**src/rtl/irq_pkg.sv**
```systemverilog
// Shared definitions for the vectored interrupt controller: FSM encoding,
// default parameter values and the id-width helper.
package irq_pkg;

    typedef enum logic [1:0] {
        ST_IDLE    = 2'b00,
        ST_REQ     = 2'b01,
        ST_SERVICE = 2'b10
    } irq_state_t;

    localparam int          DEF_NIRQ       = 4;
    localparam int          DEF_VEC_W      = 10;
    localparam logic [9:0]  DEF_VEC_BASE   = 10'd1008;
    localparam int          DEF_VEC_STRIDE = 4;

    // Width of a line index; never less than one bit.
    function automatic int id_width(input int n);
        return (n <= 2) ? 1 : $clog2(n);
    endfunction

endpackage

```
**src/rtl/irq_sync_edge.sv**
```systemverilog
// Per-line input conditioning: two-flop synchronizer followed by a rising
// edge detector. A line already high when reset releases yields one pulse.
module irq_sync_edge (
    input  logic clk,
    input  logic reset,
    input  logic irq_in,
    output logic pulse
);

    logic sync1;
    logic sync2;
    logic prev;

    // Synchronize the raw line and remember the previous synchronized value.
    always_ff @(posedge clk or posedge reset) begin
        if (reset) begin
            sync1 <= 1'b0;
            sync2 <= 1'b0;
            prev  <= 1'b0;
        end else begin
            sync1 <= irq_in;
            sync2 <= sync1;
            prev  <= sync2;
        end
    end

    // One-cycle pulse on a 0->1 transition of the synchronized line.
    always_comb begin
        pulse = sync2 & ~prev;
    end

endmodule

```
**src/rtl/irq_controller.sv**
```systemverilog
// Vectored interrupt controller. Edges on external lines set pending
// latches; enabled pending lines are resolved lowest-index-first and offered
// to the CPU as one vector.
//
// Handshake: int_req stays high with a stable int_vec/int_id until the CPU
// samples int_ack=1 on a rising clk edge; that edge clears pending[id] and
// enters service. reti=1 sampled during service returns to idle. int_ack
// outside a request and reti outside service are ignored.
module irq_controller
    import irq_pkg::*;
#(
    parameter int                 NIRQ       = DEF_NIRQ,
    parameter int                 VEC_W      = DEF_VEC_W,
    parameter logic [VEC_W-1:0]   VEC_BASE   = VEC_W'(DEF_VEC_BASE),
    parameter int                 VEC_STRIDE = DEF_VEC_STRIDE
) (
    input  logic                      clk,
    input  logic                      reset,
    input  logic [NIRQ-1:0]           irq,
    input  logic                      mask_we,
    input  logic [NIRQ-1:0]           mask_wd,
    input  logic                      int_ack,
    input  logic                      reti,
    output logic                      int_req,
    output logic [VEC_W-1:0]          int_vec,
    output logic [id_width(NIRQ)-1:0] int_id,
    output logic                      in_service,
    output logic [NIRQ-1:0]           pending
);

    localparam int ID_W = id_width(NIRQ);

    irq_state_t      state;
    irq_state_t      state_next;
    logic [NIRQ-1:0] edge_pulse;
    logic [NIRQ-1:0] mask_q;
    logic [NIRQ-1:0] eligible;
    logic [NIRQ-1:0] clr_mask;
    logic [ID_W-1:0] sel_id;
    logic [VEC_W-1:0] sel_vec;
    logic            capture;
    logic            ack_take;

    genvar g;
    generate
        for (g = 0; g < NIRQ; g++) begin : g_sync
            irq_sync_edge u_sync (
                .clk    (clk),
                .reset  (reset),
                .irq_in (irq[g]),
                .pulse  (edge_pulse[g])
            );
        end
    endgenerate

    // Software-written enable mask.
    always_ff @(posedge clk or posedge reset) begin
        if (reset) begin
            mask_q <= '0;
        end else if (mask_we) begin
            mask_q <= mask_wd;
        end
    end

    // Clear mask for the line being acknowledged this cycle.
    always_comb begin
        clr_mask = '0;
        for (int i = 0; i < NIRQ; i++) begin
            clr_mask[i] = ack_take && (int_id == ID_W'(i));
        end
    end

    // Pending latches: set regardless of mask, and a new edge beats a clear.
    always_ff @(posedge clk or posedge reset) begin
        if (reset) begin
            pending <= '0;
        end else begin
            pending <= (pending & ~clr_mask) | edge_pulse;
        end
    end

    // Fixed priority: lowest index wins; vector computed in VEC_W bits.
    always_comb begin
        eligible = pending & mask_q;
        sel_id   = '0;
        for (int i = NIRQ - 1; i >= 0; i--) begin
            if (eligible[i]) begin
                sel_id = ID_W'(i);
            end
        end
        sel_vec = VEC_BASE + VEC_W'(VEC_STRIDE) * VEC_W'(sel_id);
    end

    // FSM state register.
    always_ff @(posedge clk or posedge reset) begin
        if (reset) begin
            state <= ST_IDLE;
        end else begin
            state <= state_next;
        end
    end

    // FSM next-state logic. Leaving service always passes through idle,
    // giving the CPU one instruction before the next request.
    always_comb begin
        state_next = state;
        capture    = 1'b0;
        ack_take   = 1'b0;
        case (state)
            ST_IDLE: begin
                if (|eligible) begin
                    capture    = 1'b1;
                    state_next = ST_REQ;
                end
            end
            ST_REQ: begin
                if (int_ack) begin
                    ack_take   = 1'b1;
                    state_next = ST_SERVICE;
                end
            end
            ST_SERVICE: begin
                if (reti) begin
                    state_next = ST_IDLE;
                end
            end
            default: begin
                state_next = ST_IDLE;
            end
        endcase
    end

    // Registered outputs; id and vector are frozen at capture time so later
    // arrivals or mask writes cannot disturb an outstanding request.
    always_ff @(posedge clk or posedge reset) begin
        if (reset) begin
            int_req    <= 1'b0;
            in_service <= 1'b0;
            int_id     <= '0;
            int_vec    <= '0;
        end else begin
            int_req    <= (state_next == ST_REQ);
            in_service <= (state_next == ST_SERVICE);
            if (capture) begin
                int_id  <= sel_id;
                int_vec <= sel_vec;
            end
        end
    end

endmodule

```
**config.mk**
```make
export PLATFORM = sky130hd
export DESIGN_NAME = irq_controller
export DESIGN_NICKNAME = d
export VERILOG_FILES = /design/src/rtl/irq_pkg.sv /design/src/rtl/irq_sync_edge.sv /design/src/rtl/irq_controller.sv
export SDC_FILE = /design/constraint.sdc
export NUM_CORES = 1
export LEC_CHECK = 0
export CORE_MARGIN = 3
export CORE_UTILIZATION = 43
export CTS_BUF_LIST = sky130_fd_sc_hd__clkbuf_2
export CTS_CLUSTER_DIAMETER = 50
export DETAILED_ROUTE_END_ITERATION = 10
export PLACE_DENSITY_LB_ADDON = 0.25
export SLEW_MARGIN = 30
export SYNTH_ARGS = -nofsm -noshare
export SYNTH_HDL_FRONTEND = slang
export SYNTH_HIERARCHICAL = 1
export SYNTH_SLANG_ARGS = --single-unit
```
**constraint.sdc**
```tcl
create_clock -name clk -period 1.01 [get_ports clk]
set_input_delay 0.101 -clock clk [delete_from_list [all_inputs] [get_ports clk]]
set_output_delay 0.101 -clock clk [all_outputs]
set_load 0.005 [all_outputs]
```
# Word-level counts from Yosys, hierarchy flattened
# Index checks and enable logic that the tools add are counted.
[totals]
reg_bits = 36
inputBits = 13
elab_cells = 58
[classes]
n_addsub = 1
n_eq_ne = 7
n_mux = 12
bitwise_logic = 12
reduce_logical = 7
[op_table]
columns = ["operator", "n"]
rows = [
  ["$mux W2", 7],
  ["$and A4 B4 Y4", 2],
  ["$eq A2 B2 Y1 const B", 4],
  ["$add A5 B5 Y6 const A", 1],
  ["$eq A2 B1 Y1 const B", 3],
  ["$pmux W2 S3", 1],
  ["$and A1 B1 Y1", 4],
  ["$logic_and A1 B1 Y1", 4],
  ["$logic_not A2 Y1", 2],
  ["$mux W1", 4],
  ["$not A1 Y1", 4],
  ["$not A4 Y4", 1],
  ["$or A4 B4 Y4", 1],
  ["$reduce_or A4 Y1", 1],
]

# Logic depth before layout (Yosys ltp)
# Gate-level depths: netlist (run 1).
[logic_depth]
ltp_word = 6
mapped_depth = 3

# Cells and area by module
# Netlist (run 1), hierarchy kept.
[by_module_without_submodules]
columns = ["mod", "n_inst", "cells_per_inst", "area_per_inst_um2", "seq_area_each_um2"]
rows = [
  ["irq_controller", 1, 61, 698.2, 375.4],
  ["irq_sync_edge", 4, 5, 92.6, 75.1],
]

# Least setup slack after synthesis (run 1)
# No wires, ideal clock.
[synth_path]
kind = "register -> register"
from = "register pending[0]"
to = "register int_vec[4]"
t_arrival_ps = 933
slack_ps = -47
path_stages_with_launch = 4
synth_period_minus_slack_ps = 1057
path_cell_list = "dfrtp_1 -> a22oi_2 -> a31oi_2 -> or2_1"
[synth_via]
elab_chain_cells = 4
word_cells_on_any_way = 6
classes_between = "add/sub (1); mux (3); bitwise (1); reduce/logical (1)"
[synth_lines]
columns = ["element", "line", "source"]
rows = [
  ["from (decl)", "irq_controller.sv:28", "output logic [NIRQ-1:0] pending"],
  ["from (signal assigned)", "irq_controller.sv:78", "pending <= (pending & ~clr_mask) | edge_pulse;"],
  ["$and A4 B4 Y4 *", "irq_controller.sv:84", "eligible = pending & mask_q;"],
  ["branches (longest 3 deep; another with $add A5 B5 Y6)", "-", ""],
  ["to (signal assigned)", "irq_controller.sv:146", "int_vec <= sel_vec;"],
  ["to (decl)", "irq_controller.sv:25", "output logic [VEC_W-1:0] int_vec,"],
]
# Every way passes the cells marked *.
# A chain may end at the register's enable or synchronous reset.

# Worst setup path after layout (run 1)
# Ends and elaborated chain as after synthesis.

==> results of run 1 <==
## sequential cells by signal, summed over array words and instances (netlist names)
register / count
int_vec: 2
state: 2
int_id: 1
in_service: 1
pending: 4
g_sync.u_sync/sync1: 4
g_sync.u_sync/sync2: 4
g_sync.u_sync/prev: 4
mask_q: 4
int_req: 1
## cells by family (layout without fill, tap and decap cells)
family	Yosys count	count (layout)	synth area share [%]
other	1	2	0.351
DFF	27	27	63.2
buffers and inverters	15	62	8.43
muxes	4	4	4.22
AOI/OAI and AO/OA	15	15	10.9
and+or+nand+nor	19	19	12.9
## worst paths after layout
kind	start	end	depth (start not counted)
min in group asynchronous	reset	g_sync[0].u_sync/sync1$_DFF_PP0_	3
hold / removal	irq[2]	g_sync[2].u_sync/sync1$_DFF_PP0_	1
setup reg to reg	pending[0]$_DFF_PP0_	int_vec[4]$_DFFE_PP0P_	4
setup / recovery	pending[0]$_DFF_PP0_	int_vec[4]$_DFFE_PP0P_	4
max in group asynchronous	reset	mask_q[2]$_DFFE_PP0P_	4
hold reg to reg	g_sync[0].u_sync/sync1$_DFF_PP0_	g_sync[0].u_sync/sync2$_DFF_PP0_	0
## layer usage
layer,part of all wire (%),vias to the layer above
li1,-,352
met1,38,381
met2,54,26
met3,5.9,6
met4,1.7,0
met5,0,-
## worst register-to-register path, stage by stage (launching register included)
cell and delay, ps:
dfrtp_1 460, buf_6 130, a22oi_2 190, a31oi_2 140
or2_1 220
## synth_stat cells
library cell,count
buf_4,9
mux2_2,4
o22a_2,2
nor2b_4,4
and4bb_2,1
a21o_1,2
o21ai_0,4
nand2_1,7
dfrtp_1,27
nand2b_1,2
a32oi_1,1
or2_1,1
a22oi_2,1
a21oi_1,2
conb_1,1
inv_1,6
nand4b_1,1
a21o_2,2
nor2_1,2
a31oi_2,1
or2_4,1
## power groups by stage
stage	combinational (µW)	sequential (µW)	clock, µW
6_report	1610	1460	394
5_1_grt	1750	1490	450
4_1_cts	1510	1440	404
3_5_place_dp	1180	1530	0
3_3_place_gp	1160	1520	0
2_1_floorplan	541	1520	0
## final cells by class
class	instances	area, µm²	area share, %
repair buffers	52	469	30.5
flip-flops and latches	27	676	43.9
well taps	28	35.0	2.27
clock inverters	1	5.00	0.325
multi-input cells	40	318	20.6
clock buffers	3	15.0	0.975
inverters	6	22.5	1.46
## metrics by stage
| stage | TNS [ps] | hold slack (ps) | util (%) | cells | setup WS (ps) |
|---|---|---|---|---|---|
| floorplan | -33.2 | -145 | - | 82 | -20.5 |
| global placement | -1270 | 332 | 61.2 | 137 | -146 |
| detailed placement | -1610 | 339 | 61.2 | 137 | -168 |
| CTS | -2880 | 146 | 66.9 | 156 | -264 |
| global route | -4340 | 119 | 67.7 | 157 | -287 |
| finish | -2730 | 143 | 67.7 | 157 | -229 |
## what timing repair did
action / 4_1_cts / 5_1_grt
setup buffers: 15 / 1
resized for setup: 74 / 8
gates cloned: 0 / 0
pin swaps: 5 / 2
hold buffers: 1 / 0
hold endpoints to repair: 12 / 0
setup endpoints to repair: 24 / 25
==> metrics.cfg, run 1 <==
[timing]
finalCritPeriodShare_pct = 123
max_freq_mhz = 807
fin_crit_ps = 1240
rsz0062_at_grt = true
skew_ps = 21.2
fin_ws_ps = -229
finalHoldViolations = 0
drv_slew = 0
setup_viol = 21

[final_layout]
antenna_cells = 0
drive_gt1_share_pct = 47.3
area_delta_synth_final_pct = 44.1
nets = 143
layout_commonest_cell = dfrtp_1
layout_common_cells = dfrtp_1 (27), buf_6 (15), buf_4 (14)
num-fill-cells = 177
final_area_mm2 = 0.00154

[detailed_routing]
viasPerCell = 4.87
drc = 0
wire_per_inst_um = 13.8
wl_um = 2170
first_pass_iters = 4
drt-initial-drc-count = 1
vias = 765
ant_nets = 0

[run]
maxCapViolations = 0

[cts]
clockRootBuffer = clkbuf_2
cts.htree.levels = 1
cts_tree = done
worstSkewPairLatency_ps = 350
cts_buffer_depth = 2
cts_buffers = 3
clock_sinks = 27
clk_pin_slew_worst_paths_ps = 250

[power_and_ir_drop]
peakVddDrop_mv = 1.46
clockPowerShare_pct = 11.4
pwr-share-seq_pct = 42.1
p_comb_share_pct = 46.5
swShare_pct = 30.8
leakage_uw = 0.000728
power-per-cell-area_mw_per_mm2 = 2250
p_int_uw = 2390
finalPower_uw = 3460
switchingPower_uw = 1070

[floorplan]
coreArea_mm2 = 0.00228
die_x_um = 55.9
die_h_um = 55.9
rows = 17
boundaryPins = 31
start_util_pct = 46.9
die_area_mm2 = 0.00312

[status]
status = finished with violations
violations = setup timing

[setup_path]
cp.required_ps = 1270
start_kind = register
cp_top_family = flip-flops
cp_max_fo = 3
path_class = register to register
crit_buf_inv = 1
crit_path_end_kind = register
cpMaxStageDelayCell = dfrtp_1
r2r_setup_slack_ps = -230
crit_chain = buf_6 > a22oi_2 > a31oi_2 > or2_1
worst_path_largest_cell_delay_ps = 460
cp.arrival_ps = 1490

[global_route]
grt_pass1_wl_um = 3800
grt.total_usage_pct = 15.6
grt_use_met1_pct = 17.6
use_met3_pct = 3.71
first_global_vias = 816
busiest_layer = met2
antenna_found_initial = 0
grt_max_degree = 16
gr-usage-met2_pct = 28.4
grt-ovfl-total = 0

[synthesis]
synth-seq-cells = 27
synth_area_leaders = dfrtp_1 (63%), buf_4 (6.3%), nor2b_4 (5.2%)
seq_area_frac_synth_pct = 63.2
syn_area_mm2 = 0.00107
synth_top_area_share_pct = 63.2
synth_cell_types = 21
synthCells = 81
synth.avg_cell_area_um2 = 13.2
synth_top_area_cell = dfrtp_1
ys_warn_count = 6

[min_path]
hold_class = input pin to register

[placement]
dp_hpwl_um = 1400
placed_cell_area_mm2 = 0.00139
gp_congestion = 0.772
io_buffers = 28

(Power assumes the default switching activity.)
==> run 2, diff against run 1 <==
--- a/config.mk
+++ b/config.mk
@@ -6,7 +6,7 @@
 export NUM_CORES = 1
 export LEC_CHECK = 0
 export CORE_MARGIN = 3
-export CORE_UTILIZATION = 43
+export CORE_UTILIZATION = 40
 export CTS_BUF_LIST = sky130_fd_sc_hd__clkbuf_2
 export CTS_CLUSTER_DIAMETER = 50
 export DETAILED_ROUTE_END_ITERATION = 10
==> run 2 against run 1 <==
Against the previous run:
- the run still ends with setup timing left
- critical path depth did not move
- combinational power grew 9%
- sequential power about the same
- clock skew shrank 7.2 ps
- largest cell class unchanged
- highest routed layer unchanged
==> metrics.cfg, run 2 (synthesized netlist as in run 1, its figures left out) <==
[status]
status = finished with violations
violations = setup timing

[setup_path]
cp.arrival_ps = 1560
r2r_setup_slack_ps = -270
reg2reg_from = pending[0]$_DFF_PP0_
crit_path_end_kind = register
start_kind = register
path_class = register to register
cp.required_ps = 1290
startpoint = pending[0]$_DFF_PP0_
cp_max_fo = 3

[global_route]
grt.total_usage_pct = 13.6
antenna_found_initial = 0
grt_max_degree = 17
grt_pass1_wl_um = 3510
grt-ovfl-total = 0
first_global_vias = 761

[placement]
io_buffers = 28
pre_cts_ws_ps = -195
dp_hpwl_um = 1390
placed_cell_area_mm2 = 0.00140
gp_congestion = 0.791

[cts]
cts.htree.levels = 1
cts_buffer_depth = 2
cts_tree = done
clock_sinks = 27
clk_pin_slew_worst_paths_ps = 260
clockRootBuffer = clkbuf_2
worstSkewPairLatency_ps = 360
cts_buffers = 3

[floorplan]
coreArea_mm2 = 0.00250
start_util_pct = 42.7
die_x_um = 57.7
boundaryPins = 31
die_area_mm2 = 0.00333
die_h_um = 57.7
rows = 18

[final_layout]
final_area_mm2 = 0.00155
nets = 141
antenna_cells = 0
layout_common_cells = dfrtp_1 (27), buf_6 (17), clkdlybuf4s50_1 (12)
drive_gt1_share_pct = 48.0
layout_commonest_cell = dfrtp_1
area_delta_synth_final_pct = 45.2

[detailed_routing]
first_pass_iters = 4
drt-initial-drc-count = 10
vias = 745
wire_per_inst_um = 13.0
drc = 0
viasPerCell = 4.75
wl_um = 2030
ant_nets = 0

[power_and_ir_drop]
peakVddDrop_mv = 1.19
leakage_uw = 0.000713
power-per-cell-area_mw_per_mm2 = 2340

[timing]
fin_crit_ps = 1280
fin_ws_ps = -266
skew_ps = 14.0
rsz0062_at_grt = true
setup_viol = 23
drv_slew = 0
setup_tns_ps = -2920
holdWs_ps = 122
max_freq_mhz = 784
finalCritPeriodShare_pct = 126
finalHoldViolations = 0

[min_path]
worstHoldStart = irq[3]
hold_class = input pin to register

[run]
maxCapViolations = 0

## run 2: cell count changes in the layout (fill, tap and decap cells not counted)
cell / change
buf_4: -6
a32oi_1: -1
buf_6: +2
nand2_1: -1
clkinvlp_4: +1
clkinv_2: -1
nand2_2: +1
a31oi_4: +1
a32oi_2: +1
buf_2: +2
a31oi_2: -1
## run 2: metal layers
metal  wire (µm)  track usage (%)
met1         845             17.3
met2        1040             23.1
met3         132             2.45
met4          16             4.97
met5           0                0
## run 2: cell type report
type / instances / area, µm²
clock inverters: 1 / 7.51
well taps: 30 / 37.5
fillers: 206 / 948
repair buffers: 50 / 457
flip-flops and latches: 27 / 676
inverters: 6 / 22.5
clock buffers: 3 / 15.0
multi-input cells: 40 / 337
## run 2: power breakdown
part	internal, µW	total (µW)	switching [µW]
clock network	91.8	421	329
registers	1310	1460	148
logic	1100	1750	657
total	2500	3630	1130
## run 2: final timing paths
| kind | to | depth (start not counted) |
|---|---|---|
| min in group asynchronous | g_sync[0].u_sync/sync1$_DFF_PP0_ | 3 |
| worst max-delay path | int_vec[4]$_DFFE_PP0P_ | 4 |
| max in group asynchronous | int_req$_DFF_PP0_ | 4 |
| worst min-delay path | g_sync[3].u_sync/sync1$_DFF_PP0_ | 1 |
| worst max register to register | int_vec[4]$_DFFE_PP0P_ | 4 |
| worst min register to register | g_sync[3].u_sync/sync2$_DFF_PP0_ | 0 |
## run 2: worst max-delay path: stages, from the launching register on
cell	delay, ps
dfrtp_1	460
buf_6	130
a22oi_2	250
a31oi_4	130
or2_1	220
## run 2: stage by stage
step / instances / total power, µW / util, %
finish: 157 / 3630 / 62.1
detailed placement: 139 / 2710 / 55.8
floorplan: 82 / 2070 / -
CTS: 157 / 3500 / 60.6
global placement: 139 / 2690 / 55.8
global route: 157 / 3860 / 62.1
## run 2: timing repair
action / in CTS / in global routing
endpoints found under the hold margin: 12 / 0
hold buffers: 1 / 0
buffers inserted: 14 / 2
pin swaps: 7 / 9
endpoints found under the setup margin: 25 / 25
gates resized for setup: 79 / 10
cloned: 0 / 0
==> run 3, diff against run 2 <==
--- a/config.mk
+++ b/config.mk
@@ -11,7 +11,6 @@
 export CTS_CLUSTER_DIAMETER = 50
 export DETAILED_ROUTE_END_ITERATION = 10
 export PLACE_DENSITY_LB_ADDON = 0.25
-export SLEW_MARGIN = 30
 export SYNTH_ARGS = -nofsm -noshare
 export SYNTH_HDL_FRONTEND = slang
 export SYNTH_HIERARCHICAL = 1
==> results of run 3 <==
Final layout, timing and power as in run 2 (identical DEF).
==> RTL change: new RTL, settings of run 2 <==
`DEF_NIRQ`: 4 -> 3.
--- a/src/rtl/irq_pkg.sv
+++ b/src/rtl/irq_pkg.sv
@@ -8,7 +8,7 @@
         ST_SERVICE = 2'b10
     } irq_state_t;
 
-    localparam int          DEF_NIRQ       = 4;
+    localparam int          DEF_NIRQ       = 3;
     localparam int          DEF_VEC_W      = 10;
     localparam logic [9:0]  DEF_VEC_BASE   = 10'd1008;
     localparam int          DEF_VEC_STRIDE = 4;
Ports: changed (resized irq, mask_wd and pending); port bits go from 31 to 28. The function was not compared with the original's and may differ.
==> RTL change against run 2 <==
The flow still finishes with violations (setup timing); sequential power down 18%; critical path depth is 1 higher; area after synthesis is 18% lower; sequential cell count shrank 5; worst setup slack worse by 57 ps; clock skew rose by 3.3 ps; largest power group unchanged; routed wire length fell by 1.1%; total power shrank 12%; cell area fell by 9.8%.
==> RTL change: results (changes against run 2) <==
CTS
  • Clk_lat worst skew: 300 ps (-60 ps)
  • Post-cts sizing count: 75 (-5.1%)
  • CTS Root Cell: clkbuf_2
  • Worst-path clk slew: 200 ps (-60 ps)
  • Postcts setup bufs: 12 (-2)
  • CTS buffer count: 3 (unchanged)

Setup path
  • Worst setup path start: pending[2]$_DFF_PP0_
  • R2R Path End: int_vec[4]$_DFFE_PP0P_
  • Path depth of the worst reg2reg path: 5 (+1)
  • Worst Path Max Fanout: 2 (-1)
  • Arrival @ worst endpoint: 1560 ps (about the same)

Worst hold path
  • Worst hold start: irq[1]
  • Hold depth: 1 (unchanged)
  • Min-Delay Endpoint: g_sync[1].u_sync/sync1$_DFF_PP0_
  • Worst min-delay path category: input port to flip-flop

Status
  • Failing checks: setup timing
  • Status: complete, but fails checks

STA
  • Final setup vio count: 21 (-8.7%)
  • Final worst setup slack: -322.6 ps (-56.60 ps)
  • TNS Setup: -2734 ps (+187.1 ps)
  • Worst-case clock skew: 17.31 ps (+3.265 ps)

Yosys
  • Most common library cells after synthesis: dfrtp_1, buf_4, inv_1, nand2_1
  • Yosys Warn Count: 6 (unchanged)
  • Post-synthesis mux area share: 0.03874 (-0.003417)
  • Xor and xnor area share after synthesis: 0 (unchanged)
  • Mapped Avg Cell Area: 12.64 sq um (-4.2%)
  • Async SR Flop Fraction: 1.000 (unchanged)
  • Top post-synthesis cells by area: dfrtp_1, buf_4, nor2b_4
  • Adder-cell share of the synthesized area: 0 (unchanged)
  • Compound-gate portion of the synthesized area: 0.08895 (-0.01995)
  • Sequential share of the synthesized area: 0.6313 (-0.001042)
  • Yosys cell types: 23 (+9.5%)

Global route
  • Number of global-route vias before repair: 722 (-5.1%)
  • GRT Total Usage: 0.1580 (+0.02232)
  • First-pass GRT wire length: 3091 microns (-12%)
  • Largest net degree at the start of global routing: 14 (-3)
  • Antenna violations before repair: 0 (unchanged)

Detailed routing
  • Routed WL per cell: 14.07 microns (+8.6%)
  • Drt total wl: 2012 microns (-1.1%)
  • Initial DRC count: 11 (+1)
  • Pre-antenna DRT Iters: 6 (+2)
  • Vias per cell: 4.699 (-0.97%)

Placed design
  • HPWL after DPL: 1321 microns (-5.0%)
  • RD Place Congestion: 0.7679 (-2.9%)
  • IO Port Bufs: 25 (-11%)

Cells and area
  • ANT cells: 0 (unchanged)
  • Final Util: 0.6925 (+0.07183)
  • Net count, final: 129 (-8.5%)
  • Fillcell total: 155 (-25%)
  • Layout cell share with drive strength beyond 1: 0.5259 (+0.04555)

Pwr
  • Clock power share: 0.099 (-0.017)
  • Max IR drop VDD: 0.001509 V (+27%)
  • P_seq: 1.19 mW (-18%)
  • Internal: 2.136 mW (-14%)
  • Lkg Pwr: 0.6604 nW (-7.4%)
==> RTL change: layout make-up <==
type / count / area [sq um] / share of cell area
flip-flops and latches: 22 / 550.5 / 0.3932
repair buffers: 53 / 485.5 / 0.3467
multi-input cells: 33 / 296.5 / 0.2118
well taps: 27 / 33.78 / 0.02413
inverters: 5 / 18.77 / 0.01340
clock buffers: 3 / 15.01 / 0.01072
==> RTL change: worst max-delay path, cell delays in order, from the launching register on <==
cell	delay, ps
dfrtp_1	430
buf_4	140
a222oi_1	240
buf_4	180
nor3_2	50
or2_4	210
==> RTL change: per-stage QoR <==
step | worst slack (ps) | power [mW] | instance area, sq um | hold slack [ps]
after floorplan | -258.6 | 1.679 | 888.4 | -145.4
after global placement | -370.6 | 2.253 | 1196 | 332.2
after detailed placement | -411.1 | 2.295 | 1196 | 335.6
after CTS | -292.5 | 3.020 | 1364 | 15.29
after global routing | -395.9 | 3.406 | 1400 | 171.8
final | -322.6 | 3.184 | 1400 | 215.0
==> RTL change: cells by family (layout without fill, tap and decap cells) <==
family / Yosys count / in the layout
AO/OA/AOI/OAI: 11 / 11
AND/OR/NAND/NOR: 17 / 17
other: 1 / 2
multiplexers: 3 / 3
flip-flops: 22 / 22
buffers and inverters: 15 / 61
==> RTL change: worst max path at each step <==
stage	to	slack [ps]	depth (start not counted)
after global routing	int_vec[4]$_DFFE_PP0P_	-400	5
after floorplan	pending[2]$_DFF_PP0_	-260	3
after global placement	pending[2]$_DFF_PP0_	-370	4
final	int_vec[4]$_DFFE_PP0P_	-320	5
after CTS	int_vec[4]$_DFFE_PP0P_	-290	4
after detailed placement	pending[2]$_DFF_PP0_	-410	4
==> RTL change: metal layers <==
metal	part of all wire	global-route usage
met4	0.018	0.05106
met5	0	0
met2	0.57	0.3285
met3	0.057	0.02849
met1	0.36	0.1483
